[src/rtl/mem_ctrl_pkg.sv]
// Shared definitions for the load/store byte sequencer: FSM states, byte lane width and the
// address bits the word-wide RAM decodes.
package mem_ctrl_pkg;

  typedef enum logic [1:0] {
    StIdle,
    StRd,
    StCap,
    StWr
  } state_e;

  localparam int unsigned LaneW    = 8;
  localparam int unsigned RamIdxHi = 11;
  localparam int unsigned RamIdxLo = 2;

endpackage

[src/rtl/byte_lane_merge.sv]
// Combinational byte lane helper: inserts a byte into one little-endian lane of a word, and
// extracts one lane as a 32-bit load result.
// Build option: MEM_LB_SIGNEXT_EN selects sign extension of the extracted byte (default: zero).
module byte_lane_merge
  import mem_ctrl_pkg::*;
(
  input  logic [31:0]      word_i,
  input  logic [1:0]       lane_i,
  input  logic [LaneW-1:0] byte_i,
  output logic [31:0]      merged_o,
  output logic [31:0]      extracted_o
);

  logic [LaneW-1:0] lane_byte;

  // Replace the selected lane and pick the same lane out for loads.
  always_comb begin
    merged_o                        = word_i;
    merged_o[LaneW*lane_i +: LaneW] = byte_i;
    lane_byte                       = word_i[LaneW*lane_i +: LaneW];
`ifdef MEM_LB_SIGNEXT_EN
    extracted_o = {{(32 - LaneW){lane_byte[LaneW-1]}}, lane_byte};
`else
    extracted_o = {{(32 - LaneW){1'b0}}, lane_byte};
`endif
  end

endmodule

[src/rtl/mem_byte_ctrl.sv]
// Load/store sequencer in front of the memory stage. Accepts one request at a time, turns byte
// stores into read-modify-write over the word RAM, and returns byte or word load data.
// Build option: MEM_LB_SIGNEXT_EN makes byte loads sign-extend (handled in byte_lane_merge).
module mem_byte_ctrl
  import mem_ctrl_pkg::*;
#(
  parameter int unsigned ADDR_W = 32,
  parameter int unsigned DATA_W = 32
) (
  input  logic              clk,
  input  logic              reset,
  input  logic              req_valid,
  output logic              req_ready,
  input  logic              req_we,
  input  logic              req_byte,
  input  logic [ADDR_W-1:0] req_addr,
  input  logic [DATA_W-1:0] req_wdata,
  output logic              rsp_valid,
  output logic [DATA_W-1:0] rsp_rdata,
  output logic              rsp_err,
  output logic              Mem_WrEn,
  output logic [ADDR_W-1:0] ALU_MEM_Addr,
  output logic [DATA_W-1:0] MEM_DataIn,
  input  logic [DATA_W-1:0] MEM_DataOut
);

  state_e            state_q, state_d;
  logic              we_q, we_d;
  logic              byte_q, byte_d;
  logic [ADDR_W-1:0] addr_q, addr_d;
  // Holds the store word on acceptance, then the merged word for byte stores.
  logic [DATA_W-1:0] data_q, data_d;

  logic [31:0] merged_word;
  logic [31:0] load_byte;
  logic        misaligned;

  byte_lane_merge u_merge (
    .word_i      (MEM_DataOut),
    .lane_i      (addr_q[1:0]),
    .byte_i      (data_q[LaneW-1:0]),
    .merged_o    (merged_word),
    .extracted_o (load_byte)
  );

  // Next-state logic for the FSM and the request latch.
  always_comb begin
    state_d = state_q;
    we_d    = we_q;
    byte_d  = byte_q;
    addr_d  = addr_q;
    data_d  = data_q;
    unique case (state_q)
      StIdle: begin
        if (req_valid) begin
          we_d    = req_we;
          byte_d  = req_byte;
          addr_d  = req_addr;
          data_d  = req_wdata;
          state_d = (req_we && !req_byte) ? StWr : StRd;
        end
      end
      StRd: state_d = StCap;
      StCap: begin
        if (we_q) begin
          data_d  = merged_word;
          state_d = StWr;
        end else begin
          state_d = StIdle;
        end
      end
      StWr:    state_d = StIdle;
      default: state_d = StIdle;
    endcase
  end

  // State and request registers; reset aborts any sequence without writing.
  always_ff @(posedge clk or posedge reset) begin
    if (reset) begin
      state_q <= StIdle;
      we_q    <= 1'b0;
      byte_q  <= 1'b0;
      addr_q  <= '0;
      data_q  <= '0;
    end else begin
      state_q <= state_d;
      we_q    <= we_d;
      byte_q  <= byte_d;
      addr_q  <= addr_d;
      data_q  <= data_d;
    end
  end

  // Memory-side outputs decode registered state only, so the write enable cannot glitch.
  assign req_ready    = (state_q == StIdle);
  assign Mem_WrEn     = (state_q == StWr);
  assign ALU_MEM_Addr = addr_q;
  assign MEM_DataIn   = data_q;
  assign misaligned   = !byte_q && (addr_q[1:0] != 2'b00);

  // Completion pulse: load data is returned in the capture cycle, stores complete on the write.
  always_comb begin
    rsp_valid = 1'b0;
    rsp_rdata = '0;
    rsp_err   = 1'b0;
    if (state_q == StCap && !we_q) begin
      rsp_valid = 1'b1;
      rsp_rdata = byte_q ? load_byte : MEM_DataOut;
      rsp_err   = misaligned;
    end else if (state_q == StWr) begin
      rsp_valid = 1'b1;
      rsp_err   = misaligned;
    end
  end

endmodule

[config.mk]
export PLATFORM = sky130hd
export DESIGN_NAME = mem_byte_ctrl
export DESIGN_NICKNAME = d
export VERILOG_FILES = /design/src/rtl/mem_ctrl_pkg.sv /design/src/rtl/byte_lane_merge.sv /design/src/rtl/mem_byte_ctrl.sv
export SDC_FILE = /design/constraint.sdc
export NUM_CORES = 1
export LEC_CHECK = 0
export ABC_AREA = 0
export BUFFER_PORTS_ARGS = -buffer_cell sky130_fd_sc_hd__clkbuf_2
export CAP_MARGIN = 20
export CORE_MARGIN = 1
export CORE_UTILIZATION = 45
export DETAILED_ROUTE_END_ITERATION = 7
export PLACE_DENSITY_LB_ADDON = 0.15
export REMOVE_ABC_BUFFERS = 1
export SLEW_MARGIN = 30
export SYNTH_ARGS = -nofsm -noshare
export SYNTH_HDL_FRONTEND = slang
export SYNTH_HIERARCHICAL = 1
export SYNTH_SLANG_ARGS = --single-unit
export TNS_END_PERCENT = 100
[constraint.sdc]
create_clock -name clk -period 3.21 [get_ports clk]
set_input_delay 0.4815 -clock clk [delete_from_list [all_inputs] [get_ports clk]]
set_output_delay 0.4815 -clock clk [all_outputs]
set_load 0.01 [all_outputs]
==> impl_metrics.tcl <==
set metrics [dict create \
    status "completed" \
    vdd_drop_max_mv 0.429 \
    regToRegSetupSlack_ns 0.59 \
    first_pass_iters 4 \
    max_freq_mhz 382 \
    setup_viol 0 \
    vias_per_cell 5.10 \
    leakagePower_nw 3.08 \
    clkLatencyLatePin_ns 0.34 \
    cts_root_buf "clkbuf_8" \
    pwr-share-seq_pct 28.4 \
    period_needed_ns 2.62 \
    ys_warn_count 6 \
    rows 37 \
    crit_path_start_kind "register" \
    netlist_area_um2 4760 \
    grt-ovfl-total 0 \
    drtIter0Drc 127 \
    start_util_pct 46.3 \
    power_mw 6.20 \
    switchingPower_mw 2.53 \
    drv_cap 0 \
    internal-power_mw 3.67 \
    cts_buffers 9 \
    cp-startpoint "ALU_MEM_Addr[1]" \
    utilization_pct 57.5 \
    drc 0 \
    grt_pass1_wl_um 19800 \
    critical_path.endpoint "MEM_DataIn[5]" \
    reg2regPathDepth 6 \
    seqCellArea_um2 1710 \
    fillers 904 \
    globalplace.congestion 0.770 \
    dieArea_um2 11000 \
    cp_cell_sequence "inv_1 -> ha_1 -> and4bb_1 -> a22o_1 -> mux2_4 -> mux2_4" \
    clkTransAtPathRegs_ns 0.08 \
    clock_sinks 68 \
    r2r_end "MEM_DataIn[5]" \
    postCtsSetupRepairBufs 0 \
    clk_path_buf_depth 2 \
    antenna_found_initial 0 \
    ant_nets 0 \
    cts_resized 0 \
    worst_pin_slew_ns 0.814 \
    placedCellCount 699 \
    drive_above_1_share_pct 59.8 \
    slew_headroom_pct 45.8 \
    crit_slowest_cell "dfrtp_1" \
    rsz0062_at_grt "no" \
    antenna_cells 0 \
    ys_seq_elements 68 \
    slew_viol_final 0 \
    die_w_um 105 \
    r2r_start "ALU_MEM_Addr[1]" \
    p_clk_share_pct 13.1 \
    hold_violations 0 \
    p_per_area_nw_per_um2 1050 \
    grt_pass1_vias 3706 \
    hp-class "input port to asynchronous set/reset pin" \
    io_pins 201 \
    cp_data_required_time_ns 3.43 \
    dp_hpwl_um 8960 \
    skew_ns 0.00735 \
    syn_to_final_growth_pct 24.1 \
    cts_hold_buf 0 \
    syn_avg_cell_area_um2 12.4 \
    final_cells 715 \
    synth_cells 384 \
    multiInputGateArea_um2 2660 \
    p_sw_share_pct 40.9 \
    wl_um 12600 \
    fin_nets 680 \
    die_h_um 105 \
    synth_cell_type_count 36 \
    crit_top_cell "mux2_4" \
    finalCritPeriodShare_pct 81.6 \
    tritoncts "yes" \
    grt_max_degree 35 \
    max_stage_delay_ns 0.63 \
    coreArea_um2 10300 \
    port_buffers 200 \
    num_vias 3643 \
    endpoint_kind "register" \
    p_comb_share_pct 58.5 \
    path_class "register to register" \
    yosysSeqAreaShare_pct 35.7 \
    htree_levels 3 \
    grtUsageTotal_pct 23.4 \
    wire_per_inst_um 17.6 \
    path_max_fanout 10 \
    worstPathArrival_ns 2.84 \
]
[how the worst min path moves through the flow]
stage | start | to | slack [ns] | cells past startpoint
floorplan | we_q | we_q | 0.52 | 1
global placement | ALU_MEM_Addr[26] | ALU_MEM_Addr[26] | 0.49 | 1
detailed placement | MEM_DataIn[18] | MEM_DataIn[18] | 0.49 | 1
CTS | reset | ALU_MEM_Addr[13] | 0.17 | 2
global route | reset | ALU_MEM_Addr[13] | 0.18 | 2
finish | reset | ALU_MEM_Addr[13] | 0.15 | 2
[layout by cell type (no fill, tap or decap), types with 2 or more instances in the layout]
master	Yosys	routed
inv_1	23	22
o32ai_2	8	8
ha_1	5	5
nand2_1	15	15
o32ai_1	3	3
dfrtp_1	68	67
mux2_2	38	38
clkinvlp_4	0	2
clkbuf_2	1	200
buf_4	25	8
nor2_1	34	34
bufinv_16	0	2
a32o_1	4	4
o22ai_1	5	5
nand3b_1	2	2
inv_6	0	2
mux2i_1	33	33
mux4_2	8	8
clkbuf_8	0	9
a22o_1	12	12
mux2_4	60	60
conb_1	1	24
[power groups by stage]
stage / Clock [mW] / Sequential (mW) / Combinational [mW]
2_1_floorplan: 0 / 1.91 / 2.32
3_3_place_gp: 0 / 1.75 / 3.58
3_5_place_dp: 0 / 1.77 / 3.65
4_1_cts: 0.829 / 1.76 / 3.66
5_1_grt: 0.872 / 1.83 / 3.87
6_report: 0.810 / 1.76 / 3.63
[per-layer routing]
metal,GRT usage [%],routed length [um],up-vias
li1,-,-,1699
met1,29.5,5580,1791
met2,39.2,6140,139
met3,5.86,733,14
met4,7.65,140,0
met5,0,0,-
[synth_stat cells]
master	count	area [um^2]
and2_2	1	7.51
nand3b_4	1	20.0
mux2_2	38	428
nor2_2	1	6.26
o32ai_1	3	26.3
mux2_4	60	901
a32o_1	4	40.0
buf_6	15	169
nand2b_1	1	6.26
buf_2	7	35.0
and2_1	1	6.26
o32ai_2	8	130
nor4bb_1	1	10.0
nor3b_1	1	7.51
buf_1	1	3.75
nand2_1	15	56.3
ha_1	5	62.6
inv_1	23	86.3
or2b_4	1	11.3
o22ai_1	5	31.3
buf_8	1	15.0
nor2_1	34	128
conb_1	1	3.75
nand3b_1	2	15.0
buf_4	25	188
a21boi_0	1	7.51
clkbuf_1	2	7.51
mux2i_1	33	330
nor2b_1	1	6.26
a21oi_1	1	5.00
mux4_2	8	180
dfrtp_1	68	1700
clkbuf_2	1	5.00
and4bb_1	1	12.5
or2_1	1	6.26
a22o_1	12	105
[area by class of cell]
type,instances,share of cell area [%]
Inverter,23,1.46
Tap cell,136,2.88
Clock inverter,7,1.65
Sequential cell,68,28.9
Clock buffer,9,2.10
Timing Repair Buffer,208,18.0
Multi-Input combinational cell,264,45.1
[metrics by stage]
stage	hold WS, ns	area, um^2	setup WS [ns]	TNS, ns
floorplan	0.522	4420	-0.661	-26.65
global placement	0.488	5680	0.601	0
detailed placement	0.494	5680	0.692	0
CTS	0.166	5910	0.655	0
global route	0.179	5910	0.564	0
finish	0.146	5910	0.592	0
[flip-flops by register name, summed over array words and instances (netlist names)]
signal and flops:
MEM_DataIn 32, we_q 1, byte_q 1, ALU_MEM_Addr 32, state_q 2
[kinds of logic (layout without fill, tap and decap cells)]
logic type	count (synthesis)	after routing	synth area share, %
and+or+nand+nor	62	62	6.28
DFF	68	68	35.7
muxes	139	139	38.6
other	1	24	0.0788
AOI/OAI and AO/OA	34	34	7.25
buffers and inverters	75	247	10.7
adders and majority gates	5	5	1.31
[critical path: cells and delay by family (launching register included)]
family	cells	cell delay (ns)
AO/OA/AOI/OAI	1	0.28
adder cells (fa/ha/maj)	1	0.45
buffers and inverters	1	0.17
flip-flops	1	0.63
multiplexers	2	0.51
AND/OR/NAND/NOR	1	0.45
Power figures use the tool's default switching activity.
